<file path="config.mk">
export PLATFORM = sky130hd
export DESIGN_NAME = seq_divider_8bit
export DESIGN_NICKNAME = d
export VERILOG_FILES = /design/src/rtl/seq_divider_8bit.sv
export SDC_FILE = /design/constraint.sdc
export NUM_CORES = 1
export LEC_CHECK = 0
export BUFFER_PORTS_ARGS = -buffer_cell sky130_fd_sc_hd__buf_2
export CAP_MARGIN = 10
export CORE_AREA = 10 10 92 94
export DETAILED_ROUTE_END_ITERATION = 8
export DIE_AREA = 0 0 102 104
export GPL_ROUTABILITY_DRIVEN = 0
export PLACE_DENSITY = 0.76
export SLEW_MARGIN = 20
export SYNTH_ARGS = -nofsm -noshare
export SYNTH_HDL_FRONTEND = slang
export SYNTH_SLANG_ARGS = --single-unit
</file>
<file path="constraint.sdc">
create_clock -name Clk -period 3.1 [get_ports Clk]
set_clock_uncertainty 0.15 [all_clocks]
set_input_delay 0.31 -clock Clk [delete_from_list [all_inputs] [get_ports Clk]]
set_output_delay 0.31 -clock Clk [all_outputs]
set_load 0.05 [all_outputs]
</file>
<file path="src/rtl/seq_divider_8bit.sv">
// Sequential 8-bit unsigned restoring divider with registered 7-segment readout.
// Optional macro DIV_ZERO_CHECK_EN: short-circuit a zero divisor straight to HOLD with DivByZero set.
module seq_divider_8bit (
    input  logic       Clk,
    input  logic       Reset,
    input  logic       Run,
    input  logic       Load_Dvd,
    input  logic       Load_Dvs,
    input  logic [7:0] S,
    output logic [7:0] Quot,
    output logic [7:0] Rem,
    output logic       Busy,
    output logic       Done,
    output logic       DivByZero,
    output logic [6:0] QhexU,
    output logic [6:0] QhexL,
    output logic [6:0] RhexU,
    output logic [6:0] RhexL
);

    typedef enum logic [1:0] {IDLE, SHIFT, SUB, HOLD} state_t;

    state_t     r_state;
    logic [7:0] r_q;
    logic [7:0] r_d;
    logic [8:0] r_r;
    logic [2:0] r_k;
    logic       r_busy;
    logic       r_done;
    logic       r_dbz;

    logic [8:0] w_diff;
    logic       w_load;

    assign w_diff = r_r - {1'b0, r_d};
    assign w_load = Load_Dvd | Load_Dvs;

    // Active-low segment decode, bit 6 = g ... bit 0 = a
    function automatic logic [6:0] hex7(input logic [3:0] n);
        case (n)
            4'h0: hex7 = 7'h40;
            4'h1: hex7 = 7'h79;
            4'h2: hex7 = 7'h24;
            4'h3: hex7 = 7'h30;
            4'h4: hex7 = 7'h19;
            4'h5: hex7 = 7'h12;
            4'h6: hex7 = 7'h02;
            4'h7: hex7 = 7'h78;
            4'h8: hex7 = 7'h00;
            4'h9: hex7 = 7'h10;
            4'hA: hex7 = 7'h08;
            4'hB: hex7 = 7'h03;
            4'hC: hex7 = 7'h46;
            4'hD: hex7 = 7'h21;
            4'hE: hex7 = 7'h06;
            default: hex7 = 7'h0E;
        endcase
    endfunction

    always_ff @(posedge Clk) begin
        if (Reset) begin
            r_state <= IDLE;
            r_q     <= '0;
            r_d     <= '0;
            r_r     <= '0;
            r_k     <= '0;
            r_busy  <= 1'b0;
            r_done  <= 1'b0;
            r_dbz   <= 1'b0;
        end else begin
            case (r_state)
                IDLE: begin
                    if (Load_Dvd) begin
                        r_q <= S;
                        r_r <= '0;
                    end
                    if (Load_Dvs)
                        r_d <= S;
                    if (!w_load && Run) begin
`ifdef DIV_ZERO_CHECK_EN
                        if (r_d == '0) begin
                            r_q     <= '1;
                            r_r     <= {1'b0, r_q};
                            r_dbz   <= 1'b1;
                            r_done  <= 1'b1;
                            r_state <= HOLD;
                        end else
`endif
                        begin
                            r_k     <= '0;
                            r_busy  <= 1'b1;
                            r_state <= SHIFT;
                        end
                    end
                end
                SHIFT: begin
                    r_r     <= {r_r[7:0], r_q[7]};
                    r_q     <= {r_q[6:0], 1'b0};
                    r_state <= SUB;
                end
                SUB: begin
                    // Negative trial difference leaves R untouched: that is the restore step
                    if (!w_diff[8]) begin
                        r_r    <= w_diff;
                        r_q[0] <= 1'b1;
                    end
                    if (r_k == 3'd7) begin
                        r_busy  <= 1'b0;
                        r_done  <= 1'b1;
                        r_state <= HOLD;
                    end else begin
                        r_k     <= r_k + 3'd1;
                        r_state <= SHIFT;
                    end
                end
                HOLD: begin
                    if (w_load || !Run) begin
                        if (Load_Dvd) begin
                            r_q <= S;
                            r_r <= '0;
                        end
                        if (Load_Dvs)
                            r_d <= S;
                        r_done  <= 1'b0;
                        r_dbz   <= 1'b0;
                        r_state <= IDLE;
                    end
                end
                default: r_state <= IDLE;
            endcase
        end
    end

    always_ff @(posedge Clk) begin
        if (Reset) begin
            QhexU <= 7'h40;
            QhexL <= 7'h40;
            RhexU <= 7'h40;
            RhexL <= 7'h40;
        end else begin
            QhexU <= hex7(r_q[7:4]);
            QhexL <= hex7(r_q[3:0]);
            RhexU <= hex7(r_r[7:4]);
            RhexL <= hex7(r_r[3:0]);
        end
    end

    assign Quot      = r_q;
    assign Rem       = r_r[7:0];
    assign Busy      = r_busy;
    assign Done      = r_done;
    assign DivByZero = r_dbz;

endmodule

</file>
==> summary.md, run 1 <==
| Metric | Value |
|---|---|
| Slowest CP cell | fa_1 |
| Area growth from synthesis to final layout | 13.9% |
| Max Freq | 0.383 GHz |
| # Max-Cap Violations | 0 |
| Total Power | 0.00363 W |
| Clk Latency, worst-skew pair | 0.33 ns |
| Site Rows | 30 |
| GRT Util Overall | 14.8% |
| Layout cell share with drive strength beyond 1 | between 20% and 30% |
| Post-synth EDFFs | 0 |
| Critical Path Sink | r_r[0]$_SDFFE_PP0P_ |
| Max VDD drop | between 0.6 and 0.7 mV |
| Area of the die | 10600 sq um |
| Core Area | 6680 sq um |
| Largest stage delay on the critical path | 0.40 ns |
| Antenna Nets Post-Route | 0 |
| Startpoint types | flip-flop |
| Yosys cell types | 51 |
| Most used routing layer | met2 |
| Buf/Inv on CP | 3 |
| Net count, final | about 510 |
| RSZ-0062 raised after global routing | no |
| Worst Max-Slew Pin Slew | between 0.6 and 0.7 ns |
| Most used flip-flop cell after synthesis | dfxtp_1 |
| CTS Buf Count | 9 |
| Clock tree buffer depth | 2 |
| Ant. Diodes | 0 |
| Status | completed |
| Initial antenna violation count | 0 |
| Period utilization | 84.3% |
| R2R Path End | r_r[0]$_SDFFE_PP0P_ |
| Post-DP HPWL | about 5.8 mm |
| Reg clk slew, reported paths | 0.07 ns |
| Avg WL per Cell | 14.5 microns |
| Number of I/O port buffers | just under 60 |
| CP arrival | 2.71 ns |
| Part of the Yosys area used for sequential elements | roughly a third |
| Syn Inst Count | 407 |
| Hold crit path type | in2reg |
| Util after Layout | between 60% and 70% |
| Final Hold Vio Count | 0 |
| Synth async-reset ratio | 0% |
| Cells on worst reg2reg path | 11 |
| Reg-to-reg startpoint | r_r[0]$_SDFFE_PP0P_ |
| Largest delay contributor family on the critical path | compound AO/OA/AOI/OAI gates |
| Total number of vias | 2959 |
| Root buffer cell | clkbuf_8 |
| Mapped cell area | around 3500 sq um |
| DR iter-0 viols | 118 |
| First-pass GRT wire length | 13.2 mm |
| Initial DRT Pass Iterations | 4 |
| Syn nets | 461 |
| Post-Route WL | between 7 and 8 mm |
| Post-cts sizing count | 0 |
| Largest net degree at the start of global routing | 40 |
| Cell Pwr Density | 900 nW/um^2 |
| Vias in the first global route | just under 3000 |
| Hold depth | 3 |
| Starting Density | 53.0% |
| CTS tree | done |
| Crit path kind | reg2reg |
| # IOs | 60 |
| Worst Setup SP | r_r[0]$_SDFFE_PP0P_ |
| Max-slew headroom | between 50 and 60% |
| Setup violators final | 0 |
| Crit end category | flip-flop |
| Commonest non-fill, non-tap cell in the layout | dfxtp_1 |
| Number of synthesized register bits | 60 |
| Cell count along the critical path | 11 |
| Met3 GRT Util | 4.52% |
| H-tree depth | 3 |
| Congestion Overflow GR | 0 |
| GR Layer Usage met2 | between 20 and 25% |
| WP data required | roughly 3.2 ns |
| YS warnings | 0 |
| Fin worst setup slack | between 0.4 and 0.5 ns |
| Hold buffer count at CTS | 0 |
| Max FO, Critical Path | 20 |
| DIE HEIGHT | about 100 microns |
| Die X | 102 microns |
| Residual DRC | 0 |
| Slew Limit Fails | 0 |
| Synthesized area per cell | 8.70 sq um |
| Reg2Reg Setup Slack | 0.49 ns |
| Most frequent cells in the layout | dfxtp_1, buf_2, nor2_1, ha_1, nand2_1 |
| Pre-CTS setup slack | 0.495 ns |
| Post-CTS Setup Bufs | 0 |
| Met1 Usage GRT | a little under a fifth |
| Post-layout min period | 2.61 ns |
| CP dominant cell by count | inv_1 |
| Worst hold slack | 0.0812 ns |
| Critical-path cell list | inv_1 -> ha_1 -> inv_1 -> fa_1 -> nand3_1 -> a21oi_1 -> or3_1 -> a41oi_2 -> buf_4 -> a211oi_1 -> a211oi_2 |
| Num Clock Sinks | 60 |
| Setup TNS | 0 ns |
| Vias/cell | approximately 5.5 |
| Leak Pwr | between 1.5 and 2 nW |
-- logic make-up after synthesis --
kind of cell / after synthesis / share of synthesized area, %
adder cells (fa/ha/maj): 41 / 14.7
buffers and inverters: 55 / 7.07
multiplexers: 23 / 6.54
AO/OA/AOI/OAI: 94 / 20.0
flip-flops: 60 / 33.9
AND/OR/NAND/NOR: 130 / 16.9
other: 1 / 0.106
XOR/XNOR: 3 / 0.742
-- per-stage QoR --
stage,area (sq um),instances
finish,4030,536
global route,4030,536
CTS,4030,536
detailed placement,3830,521
global placement,3830,521
floorplan,3540,407
-- final cells by class --
cell class              instances  area [sq um]
fillers                       610          2650
multi-input cells             292          2090
flip-flops and latches         60          1200
repair buffers                 67           358
clock buffers                  14           173
well taps                      80           100
inverters                      22          82.6
clock inverters                 1          30.0
-- where the power goes --
group | total, W | internal, W | switching [W]
clock | 0.000712 | 0.000434 | 0.000278
combinational | 0.00182 | 0.000606 | 0.00122
sequential | 0.00109 | 0.000931 | 0.000163
-- tightest hold or removal path: stages --
cell and delay, ns:
buf_2 0.09, mux2i_1 0.06, nor2_1 0.07
-- metal layers --
metal / vias to the layer above / part of all wire, %
met5: - / 0
met4: 0 / 0.82
met3: 6 / 6.9
met2: 74 / 47
met1: 1361 / 46
li1: 1518 / -
-- state kept, by name, summed over array words and instances (netlist names) --
signal,cells
Busy,1
r_r,9
Done,1
QhexL,7
Quot,8
r_k,3
RhexU,7
RhexL,7
QhexU,7
r_state,2
r_d,8
-- synthesized netlist by cell type, drive strengths merged (2+ instances only) --
cell	number	share of area, %
o21ai	6	0.85
nand3b	3	0.64
ha	40	14
nor2b	10	1.8
nor2	55	5.8
or3	2	0.35
a221oi	5	1.4
nand2	34	3.6
a311oi	8	2.0
inv	22	2.3
a21o	2	0.42
nand3	4	0.57
o21a	3	0.64
buf	14	2.7
a21oi	24	3.4
clkbuf	19	2.0
a211oi	31	7.4
and2	2	0.35
mux2i	22	6.2
a32oi	3	0.74
nor3	9	1.7
xor2	2	0.49
a221o	3	0.85
nand2b	6	1.1
dfxtp	60	34
-- worst min-delay path by stage --
stage | start | to | slack, ns
2_1_floorplan | r_k[1]$_SDFFE_PP0P_ | r_k[1]$_SDFFE_PP0P_ | 0.29
3_3_place_gp | r_k[1]$_SDFFE_PP0P_ | r_k[1]$_SDFFE_PP0P_ | 0.30
3_5_place_dp | r_k[1]$_SDFFE_PP0P_ | r_k[1]$_SDFFE_PP0P_ | 0.31
4_1_cts | S[0] | r_d[0]$_SDFFE_PP0P_ | 0.07
5_1_grt | S[6] | r_d[6]$_SDFFE_PP0P_ | 0.09
6_report | S[0] | r_d[0]$_SDFFE_PP0P_ | 0.08
Power figures use the tool's default switching activity.
==> inputs of run 2 (changes only) <==
CORE_AREA = 10 10 95 97   (was 10 10 92 94)
DIE_AREA = 0 0 105 107   (was 0 0 102 104)
PLACE_DENSITY = 0.75   (was 0.76)
clock period = 2.1 ns   (was 3.1 ns; I/O delays follow)
==> summary.md, run 2 (synthesis results as in run 1) <==
| Metric | Value |
|---|---|
| WP data required | roughly 2.2 ns |
| Failing checks | setup timing |
| Worst Max-Slew Pin Slew | around 0.62 ns |
| Buf/Inv on CP | 0 |
| Setup TNS | -1.35 ns |
| Site Rows | 31 |
| Layout cell share with drive strength beyond 1 | between 30% and 40% |
| Max-slew headroom | 58.5% |
| Net count, final | 540 |
| Ant. Diodes | 0 |
| DIE HEIGHT | ~110 microns |
| Total number of vias | a little over 3000 |
| Number of I/O port buffers | 58 |
| Placed cell count | around 570 |
| Post-layout min period | between 2 and 2.5 ns |
| Slew Limit Fails | 0 |
| R2R Path End | r_r[5]$_SDFFE_PP0P_ |
| Commonest non-fill, non-tap cell in the layout | buf_2 |
| Num Clock Sinks | 60 |
| Hold depth | 3 |
| Reg-to-reg startpoint | r_r[1]$_SDFFE_PP0P_ |
| First-pass GRT wire length | approximately 14 mm |
| Max VDD drop | between 0.4 and 0.5 mV |
| Post-Route WL | 8.46 mm |
| # IOs | 60 |
| Congestion Overflow GR | 0 |
| Largest delay contributor family on the critical path | compound AO/OA/AOI/OAI gates |
| Setup violators final | 10 |
| Area growth from synthesis to final layout | 29.5% |
| Die X | approximately 110 microns |
| Util after Layout | 64.2% |
| Initial antenna violation count | 0 |
| Crit path kind | reg2reg |
| Largest stage delay on the critical path | 0.39 ns |
| Area of the die | 11200 sq um |
| Clock tree buffer depth | 2 |
| Leak Pwr | 2.04 nW |
| Antenna Nets Post-Route | 0 |
| Most frequent cells in the layout | buf_2, nor2_1, dfxtp_1, nand2_1 |
| DR iter-0 viols | 131 |
| Final Hold Vio Count | 0 |
| Residual DRC | 0 |
| Critical-path cell list | ha_4 -> nor2b_4 -> o31a_1 -> o21a_1 -> or3_1 -> a311oi_2 -> a211oi_2 |
| CTS Buf Count | 9 |
| RSZ-0062 raised after global routing | yes |
| Starting Density | 49.6% |
| Vias in the first global route | just under 3000 |
| Final cell count without fillers | 589 |
| Most used routing layer | met2 |
| Reg2Reg Setup Slack | -0.19 ns |
| Slowest CP cell | dfxtp_2 |
| Met3 GRT Util | between 4 and 5% |
| Reg clk slew, reported paths | 0.06 ns |
| Status | finished with violations |
| Max FO, Critical Path | 4 |
| DP Area | 4130 sq um |
| Hold Crit Start | S[1] |
| Initial DRT Pass Iterations | 5 |
| Largest Register | r_r |
| Cell Pwr Density | 1310 nW/um^2 |
| GRT Util Overall | 14.9% |
| Clk Latency, worst-skew pair | 0.34 ns |
| Hold EP | r_d[1]$_SDFFE_PP0P_ |
| Crit end category | flip-flop |
| Hold crit path type | in2reg |
| Vias/cell | roughly 5.2 |
| Avg WL per Cell | 14.4 microns |
| CP arrival | 2.36 ns |
| H-tree depth | 3 |
| # Max-Cap Violations | 0 |
| Largest register FFs | 9 |
| Cells on worst reg2reg path | 7 |
| CTS tree | done |
| Period utilization | 109% |
| Max Freq | 0.436 GHz |
| Core Area | ~7000 sq um |
| Startpoint types | flip-flop |
| Met1 Usage GRT | between 10% and 20% |
| Root buffer cell | clkbuf_8 |
| Post-DP HPWL | 6.05 mm |
| GR Layer Usage met2 | 24.6% |
| Largest net degree at the start of global routing | 27 |
| Fin worst setup slack | -0.192 ns |
| Cell area after layout | 4580 sq um |
## run 2: cell count changes in the layout (fill, tap and decap cells not counted), moves of 3 or more
cell           before  now
inv_2               2    5
nor2b_1            10    6
ha_1               40   33
dfxtp_2             0    7
buf_4               9   33
dfxtp_1            60   52
ha_4                0    7
nor2b_4             0    3
dlygate4sd3_1       0    7
a21oi_1            24   21
inv_1              20   16
a21oi_2             0    3
## run 2: per-layer routing
layer / part of all wire (%) / vias to the layer above
met5: 0 / -
met4: 0.89 / 0
met3: 5.4 / 6
met2: 48 / 57
met1: 46 / 1418
li1: - / 1586
## run 2: how the worst max path moves through the flow
stage | start | endpoint | slack [ns] | depth (start not counted)
global route | r_d[1]$_SDFFE_PP0P_ | r_r[5]$_SDFFE_PP0P_ | -0.25 | 8
global placement | r_r[0]$_SDFFE_PP0P_ | r_r[7]$_SDFFE_PP0P_ | -0.13 | 11
CTS | r_r[0]$_SDFFE_PP0P_ | r_r[7]$_SDFFE_PP0P_ | -0.16 | 11
finish | r_r[1]$_SDFFE_PP0P_ | r_r[5]$_SDFFE_PP0P_ | -0.19 | 7
detailed placement | r_d[0]$_SDFFE_PP0P_ | r_r[7]$_SDFFE_PP0P_ | -0.19 | 10
floorplan | r_r[0]$_SDFFE_PP0P_ | r_r[7]$_SDFFE_PP0P_ | -0.12 | 11
## run 2: per-stage QoR
stage / setup slack (ns) / power [W] / hold WS (ns)
after global routing: -0.250 / 0.00643 / 0.0555
after CTS: -0.164 / 0.00587 / 0.0313
after detailed placement: -0.191 / 0.00459 / 0.311
after floorplan: -0.121 / 0.00388 / 0.204
after global placement: -0.133 / 0.00452 / 0.292
final: -0.192 / 0.00602 / 0.0537
## run 2: cell type report
type                            count  area (sq um)
Clock buffer                       12           165
Clock inverter                      3          68.8
Fill cell                         604          2550
Inverter                           22          87.6
Multi-Input combinational cell    292          2270
Sequential cell                    60          1210
Tap cell                           99           124
Timing Repair Buffer              101           651
## run 2: worst register-to-register path, stage by stage, from the launching register on
cell and delay [ns]:
dfxtp_2 0.39, ha_4 0.22, nor2b_4 0.12, o31a_1 0.34, o21a_1 0.21, or3_1 0.38
a311oi_2 0.32, a211oi_2 0.06
## run 2: repair_timing
| item | in CTS | in global routing |
|---|---|---|
| pin swaps | 1 | 4 |
| endpoints found under the hold margin | 7 | 0 |
| gates resized for setup | 3 | 25 |
| buffers inserted | 1 | 1 |
| setup endpoints to repair | 10 | 10 |
| hold buffers | 7 | 0 |
## run 2: power by group
part           internal, W  leakage [nW]  switching (W)
logic              0.00121          1.42        0.00198
registers          0.00138         0.497       0.000230
clock network     0.000761         0.119       0.000452
total              0.00335          2.04        0.00266
==> inputs of run 3 (changes only) <==
SKIP_LAST_GASP = 1   (was not set)
==> summary.md, run 3 (synthesis results as in run 1) <==
| Metric | Value |
|---|---|
| Num Clock Sinks | 60 |
| Period utilization | 109% |
| Site Rows | 31 |
| Fin worst setup slack | -0.188 ns |
| Clk Latency, worst-skew pair | 0.35 ns |
| Post-DP HPWL | 6.05 mm |
| Residual DRC | 0 |
| RSZ-0062 raised after global routing | yes |
| Post-layout min period | 2.29 ns |
| Cell Pwr Density | between 1000 and 1500 nW/um^2 |
| Most frequent cells in the layout | buf_2, nor2_1, dfxtp_1, nand2_1, buf_4 |
| Clock tree buffer depth | 2 |
| Max VDD drop | 0.474 mV |
| Largest net degree at the start of global routing | 27 |
| Core Area | 7140 sq um |
| Commonest non-fill, non-tap cell in the layout | buf_2 |
| GRT Util Overall | 14.9% |
| # Max-Cap Violations | 0 |
| CTS tree | done |
| Max FO, Critical Path | 8 |
| Number of I/O port buffers | 58 |
| DIE HEIGHT | 107 microns |
| Failing checks | setup timing |
| First-pass GRT wire length | 14.0 mm |
| CP arrival | 2.36 ns |
| Setup TNS | -1.51 ns |
| DP Area | roughly 4100 sq um |
| Initial DRT Pass Iterations | 4 |
| Area of the die | 11200 sq um |
| Vias in the first global route | 2966 |
| Vias/cell | about 5.2 |
| Die X | around 110 microns |
| Cell area after layout | 4530 sq um |
| Layout cell share with drive strength beyond 1 | 30.4% |
| Post-Route WL | 8.37 mm |
| Final Hold Vio Count | 0 |
| Starting Density | approximately half |
| Worst Max-Slew Pin Slew | a little over 0.6 ns |
| Max Freq | approximately 0.44 GHz |
| Crit end category | flip-flop |
| Area growth from synthesis to final layout | 27.9% |
| Root buffer cell | clkbuf_8 |
| Leak Pwr | 2.02 nW |
| Hold crit path type | in2reg |
| Max-slew headroom | 59.6% |
| Status | finished with violations |
| Congestion Overflow GR | 0 |
| Largest register FFs | 9 |
| Antenna Nets Post-Route | 0 |
| Initial antenna violation count | 0 |
| Crit path kind | reg2reg |
| Total number of vias | 3037 |
| Reg clk slew, reported paths | around 0.060 ns |
| Largest Register | r_r |
| # IOs | 60 |
| DR iter-0 viols | 145 |
| H-tree depth | 3 |
| Setup violators final | 10 |
| WP data required | 2.17 ns |
| Startpoint types | flip-flop |
| Ant. Diodes | 0 |
| Avg WL per Cell | 14.2 microns |
| Slew Limit Fails | 0 |
| CTS Buf Count | 9 |
| Net count, final | 540 |
==> run 3: cell types whose count changed in the layout (fill, tap and decap cells not counted), sizes merged <==
cell / previous run / this run
clkinv: 2 / 1
inv: 21 / 22
==> run 3: final timing paths <==
check,start,to,slack [ns],cells past startpoint
setup / recovery,r_r[0]$_SDFFE_PP0P_,r_r[5]$_SDFFE_PP0P_,-0.19,9
hold / removal,S[1],r_d[1]$_SDFFE_PP0P_,0.05,3
setup reg to reg,r_r[0]$_SDFFE_PP0P_,r_r[5]$_SDFFE_PP0P_,-0.19,9
hold reg to reg,r_k[1]$_SDFFE_PP0P_,r_k[1]$_SDFFE_PP0P_,0.31,2
==> run 3: worst max-delay path, cell delays in order, from the launching register on <==
cell and delay, ns:
dfxtp_4 0.35, inv_6 0.05, buf_6 0.13, ha_4 0.15, nor2b_4 0.04, o31a_1 0.33, o21a_1 0.20, or3_1 0.38
a311oi_2 0.32, a211oi_2 0.06
==> run 3: per-stage QoR <==
step           power, W  cells  hold slack (ns)  util (%)  worst slack [ns]
5_1_grt         0.00633    589           0.0555      63.4            -0.269
3_3_place_gp    0.00452    565            0.292      57.9            -0.133
6_report        0.00593    589           0.0481      63.4            -0.188
3_5_place_dp    0.00459    565            0.311      57.9            -0.191
2_1_floorplan   0.00388    407            0.204         -            -0.121
4_1_cts         0.00587    588           0.0313      62.4            -0.167
==> run 3: power breakdown <==
group          internal (W)  total (W)  switching, W
clock network      0.000761    0.00122      0.000457
logic               0.00116    0.00310       0.00195
registers           0.00138    0.00161      0.000228
total               0.00330    0.00593       0.00263
==> run 3: layer usage <==
layer	GRT usage [%]	share of wire [%]	vias to the layer above
met1	17.9	46	1382
met3	4.91	5.5	7
li1	-	-	1587
met4	4.71	0.81	0
met2	24.6	48	61
met5	0	0	-
==> run 3: layout make-up <==
cell class                      instances  area (sq um)
Sequential cell                        60          1210
Clock buffer                           12           165
Timing Repair Buffer                  101           647
Clock inverter                          3          68.8
Multi-Input combinational cell        292          2220
Tap cell                               99           124
Fill cell                             620          2610
Inverter                               22          87.6
==> run 3: repair_timing <==
item,in CTS,in global routing
pin swaps,1,3
hold buffers,7,0
resized for setup,2,12
gates cloned,0,0
hold endpoints to repair,7,0
setup buffers,1,1
setup endpoints to repair,10,10
